$ cat src/rtl/display_scanner.sv
// display_scanner
//   Time-multiplexes three seven-segment codes onto one shared segment bus
//   with one-hot digit enables. Codes are snapshotted once per frame so a
//   frame never mixes old and new values; leading zeros on the minutes and
//   tens digits can be blanked; each digit slot opens with an all-off guard
//   interval to suppress ghosting on the panel.
//
//   Ports:
//     clock          system clock, rising edge
//     resetn         synchronous active-low reset
//     sec_ones_segs  gfedcba code for digit 0
//     sec_tens_segs  gfedcba code for digit 1
//     min_segs       gfedcba code for digit 2
//     segs           shared segment bus, gfedcba, active-high (registered)
//     digit_en       one-hot digit enable, bit0 = sec_ones (registered)
//
//   digit ring:
//     state | meaning
//     0     | sec_ones slot (frame start, snapshot taken at div_cnt 0)
//     1     | sec_tens slot
//     2     | min slot
//     3     | illegal, recovers to 0 on the next cycle
module display_scanner #(
  parameter int REFRESH_DIV   = 50000,
  parameter int GUARD         = 4,
  parameter int BLANK_LEADING = 1
) (
  input  logic       clock,
  input  logic       resetn,
  input  logic [6:0] sec_ones_segs,
  input  logic [6:0] sec_tens_segs,
  input  logic [6:0] min_segs,
  output logic [6:0] segs,
  output logic [2:0] digit_en
);

  localparam int CW = (REFRESH_DIV > 1) ? $clog2(REFRESH_DIV) : 1;
  localparam logic [CW-1:0] CNT_MAX = CW'(REFRESH_DIV - 1);
  localparam logic [CW-1:0] GUARD_C = CW'(GUARD);
  localparam logic [6:0]    ZERO    = 7'b0111111;

  logic [CW-1:0] div_cnt;
  logic [1:0]    digit;
  logic [6:0]    snap0, snap1, snap2;

  logic          slot_end;
  logic          frame_start;
  logic          blank1, blank2;
  logic          sel_blank;
  logic [2:0]    sel_en;
  logic [6:0]    sel_segs;
  logic          show;

  assign slot_end    = (div_cnt == CNT_MAX);
  assign frame_start = (digit == 2'd0) && (div_cnt == '0);

  // Blanking works from the snapshot, so it is as frame-coherent as the codes.
  assign blank2 = (BLANK_LEADING != 0) && (snap2 == ZERO);
  assign blank1 = blank2 && (snap1 == ZERO);

  always_comb begin
    sel_en    = 3'b000;
    sel_segs  = 7'd0;
    sel_blank = 1'b1;
    case (digit)
      2'd0: begin sel_en = 3'b001; sel_segs = snap0; sel_blank = 1'b0;   end
      2'd1: begin sel_en = 3'b010; sel_segs = snap1; sel_blank = blank1; end
      2'd2: begin sel_en = 3'b100; sel_segs = snap2; sel_blank = blank2; end
      default: begin sel_en = 3'b000; sel_segs = 7'd0; sel_blank = 1'b1; end
    endcase
  end

  assign show = (div_cnt >= GUARD_C) && !sel_blank;

  always_ff @(posedge clock) begin
    if (!resetn) begin
      div_cnt  <= '0;
      digit    <= 2'd0;
      snap0    <= 7'd0;
      snap1    <= 7'd0;
      snap2    <= 7'd0;
      segs     <= 7'd0;
      digit_en <= 3'b000;
    end else begin
      div_cnt <= slot_end ? '0 : div_cnt + 1'b1;

      if (digit == 2'd3)
        digit <= 2'd0;
      else if (slot_end)
        digit <= (digit == 2'd2) ? 2'd0 : digit + 2'd1;

      if (frame_start) begin
        snap0 <= sec_ones_segs;
        snap1 <= sec_tens_segs;
        snap2 <= min_segs;
      end

      // Outputs follow the current-cycle state one cycle later; the capture
      // cycle is always inside the guard, so it never shows a stale code.
      if (show) begin
        digit_en <= sel_en;
        segs     <= sel_segs;
      end else begin
        digit_en <= 3'b000;
        segs     <= 7'd0;
      end
    end
  end

endmodule

$ cat config.mk
export PLATFORM = sky130hd
export DESIGN_NAME = display_scanner
export DESIGN_NICKNAME = d
export VERILOG_FILES = /design/src/rtl/display_scanner.sv
export SDC_FILE = /design/constraint.sdc
export NUM_CORES = 1
export LEC_CHECK = 0
export BUFFER_PORTS_ARGS = -buffer_cell sky130_fd_sc_hd__buf_2
export CORE_ASPECT_RATIO = 1.5
export CORE_MARGIN = 1
export CORE_UTILIZATION = 35
export CTS_CLUSTER_DIAMETER = 150
export DETAILED_ROUTE_END_ITERATION = 8
export GPL_ROUTABILITY_DRIVEN = 0
export PLACE_DENSITY_LB_ADDON = 0.25
export SLEW_MARGIN = 20
export SYNTH_ARGS = -nofsm -noshare
export SYNTH_HDL_FRONTEND = slang
export SYNTH_SLANG_ARGS = --single-unit
$ cat constraint.sdc
create_clock -name clock -period 2.63 [get_ports clock]
set_input_delay 0.3945 -clock clock [delete_from_list [all_inputs] [get_ports clock]]
set_output_delay 0.3945 -clock clock [all_outputs]
set_load 0.005 [all_outputs]
==> summary.md <==
| Metric | Value |
|---|---|
| Via count | 1704 |
| Worst slew pin tran | 0.585 ns |
| Max-slew violations | 0 |
| CP endpoint kind | flop |
| CTS HTree Levels | 2 |
| Max Cap Viol | 0 |
| Die area | 0.00655 mm² |
| Setup ws final | 0.798 ns |
| Root Buffer | clkbuf_8 |
| DIE HEIGHT | 98.7 µm |
| Cell variety after synth | 36 |
| Worst Setup Start Kind | flop |
| GRT overflow | 0 |
| CTS tree | done |
| Wire length per cell | 12.3 µm |
| Post-CTS Setup Inserts | 0 |
| Final #Nets | 300 |
| Synthesized area per cell | 8.90 µm² |
| Final setup violation count | 0 |
| Critical path class | reg2reg |
| Clock Latency Late Sink | 0.30 ns |
| Largest net degree at the start of global routing | 29 |
| VDD IR max | 0.331 mV |
| Synthesized Nets | 270 |
| Pre-CTS setup slack | 0.793 ns |
| Seq/Total Area, Yosys | 0.450 |
| Power Density | 576 mW/mm² |
| Leak | 0.000994 µW |
| PostCTS Resize Cnt | 0 |
| CORE AREA | 0.00591 mm² |
| Filler instances | 601 |
| Max Freq | 0.546 GHz |
| Placed wire-length estimate | 3.09 mm |
| Outcome | completed |
| Min-Delay Path Class | in2reg |
| Hold Crit Start | sec_ones_segs[6] |
| First-pass GRT wire length | 7.42 mm |
| Gr usage total | 0.147 |
| Arrival time worst endpoint | 2.07 ns |
| 1st-iter DRT viols | 60 |
| # hold bufs at CTS | 0 |
| Vias in the first global route | 1689 |
| Final Hold Viols | 0 |
| CP required | 2.87 ns |
| Initial antenna violation count | 0 |
| DIE WIDTH | 66.4 µm |
| Num CTS Buffers | 5 |
| Share of cells above drive strength 1 | 0.181 |
| FF+latch count, synth | 49 |
| Mapped Area | 0.00218 mm² |
| Post-layout min period | 1.83 ns |
| Setup TNS | 0 ns |
| Tcrit/Tclk final | 0.696 |
| Initial Utilization | 0.369 |
| Gate Count Post-Synth | 245 |
| Fin Clk Skew | 0.00878 ns |
| Routed WL | 4.27 mm |
| Area of the multi-input gates | 0.00111 mm² |
| Critical R2R Launch | div_cnt[14]$_SDFF_PP0_ |
| # port buffers | 32 |
| Clock Path Buffers | 2 |
| Relative slew slack | 0.609 |
| DR pass1 iterations | 4 |
| CTS clk-pin slew, worst paths | 0.09 ns |
| Crit path from | div_cnt[14]$_SDFF_PP0_ |
| Diodes inserted | 0 |
| Ys Warns | 0 |
| Critical Path Fanout Max | 21 |
| Num rows | 34 |
| FF+latch area | 981 µm² |
| Ports | 33 |
| Vias/cell | 4.90 |
| Clock net sink count | 49 |
| Post-route DRC | 0 |
| RSZ-0062 raised after global routing | no |
| Detail Route Antenna Nets | 0 |
| Area Growth Syn to Fin | 14.3% |
-- cells by family after synthesis --
logic type / share of synthesized area
xor gates and xnor gates: 0.0563
DFF: 0.450
and+or+nand+nor: 0.263
muxes: 0.129
adders and majority gates: 0.0115
buffers and inverters: 0.0425
AOI/OAI and AO/OA: 0.0476
-- worst max-delay path, stage by stage (launching register included) --
cell	delay (ns)
dfxtp_1	0.36
nor4_2	0.32
nand4_2	0.20
nor4b_4	0.28
buf_4	0.37
mux2i_1	0.23
-- metrics by stage --
| stage | util | std cells | area (µm²) | hold WS [ns] | power, µW |
|---|---|---|---|---|---|
| after floorplan | - | 245 | 2180 | 0.434 | 935 |
| after global placement | 0.404 | 340 | 2390 | 0.446 | 976 |
| after detailed placement | 0.404 | 340 | 2390 | 0.457 | 977 |
| after CTS | 0.421 | 348 | 2490 | 0.314 | 1460 |
| after global routing | 0.421 | 348 | 2490 | 0.326 | 1510 |
| final | 0.421 | 348 | 2490 | 0.327 | 1430 |
-- placed cells by master, fill, tap and decap left out, drive strengths merged, types with 4 or more instances in the layout --
master,Yosys,final
mux2i,28,28
nor4,6,6
nand2,54,54
dfxtp,49,49
clkbuf,8,7
nor2,29,29
o22a,6,6
nand3,6,6
inv,6,6
nand4,6,6
nor3,6,6
buf,5,36
xnor2,12,12
o21ai,4,4
-- power breakdown --
part / leakage, µW / switching (µW) / internal, µW / total (µW)
logic: 0.000540 / 72.2 / 74.5 / 147
registers: 0.000400 / 28.5 / 780 / 809
clock network: 0.0000542 / 241 / 238 / 479
-- state kept, by name, summed over array words and instances (netlist names) --
signal	flops
div_cnt	16
segs	7
snap0	7
snap1	7
snap2	7
digit_en	3
digit	2
-- area by class of cell --
type,instances,share of cell area
Clock inverter,1,0.00201
Clock buffer,7,0.0387
Multi-Input combinational cell,177,0.444
Tap cell,72,0.0362
Sequential cell,49,0.394
Inverter,6,0.00904
Timing Repair Buffer,36,0.0763
-- cell usage after synthesis (all sizes together) --
library cell	instances	area share
a21boi	1	0.0034
a21oi	2	0.0046
a31oi	1	0.0029
and2	1	0.0029
and3	1	0.0029
and4	1	0.0040
and4b	1	0.0046
buf	5	0.018
clkbuf	8	0.014
dfxtp	49	0.45
ha	2	0.011
inv	6	0.010
mux2i	28	0.13
nand2	54	0.093
nand2b	1	0.0029
nand3	6	0.014
nand4	6	0.020
nor2	29	0.050
nor2b	2	0.0057
nor3	6	0.016
nor4	6	0.027
nor4b	1	0.011
o211ai	1	0.0034
o21ai	4	0.0092
o22a	6	0.024
or3	2	0.0057
or3b	1	0.0040
xnor2	12	0.048
xor2	2	0.0080
-- per-layer routing --
layer | wire length (µm) | track usage | vias up | part of all wire
met5 | 0 | 0 | - | 0
li1 | - | - | 885 | -
met1 | 1930 | 0.168 | 777 | 0.45
met2 | 2090 | 0.252 | 33 | 0.49
met4 | 80 | 0.0622 | 0 | 0.019
met3 | 171 | 0.0370 | 9 | 0.040
-- final timing paths --
path,end,slack (ns),cells past startpoint
setup / recovery,snap2[0]$_SDFFE_PN0P_,0.80,5
hold / removal,snap0[6]$_SDFFE_PN0P_,0.33,3
setup reg to reg,snap2[0]$_SDFFE_PN0P_,0.80,5
hold reg to reg,snap0[3]$_SDFFE_PN0P_,0.46,2
(Power assumes the default switching activity.)
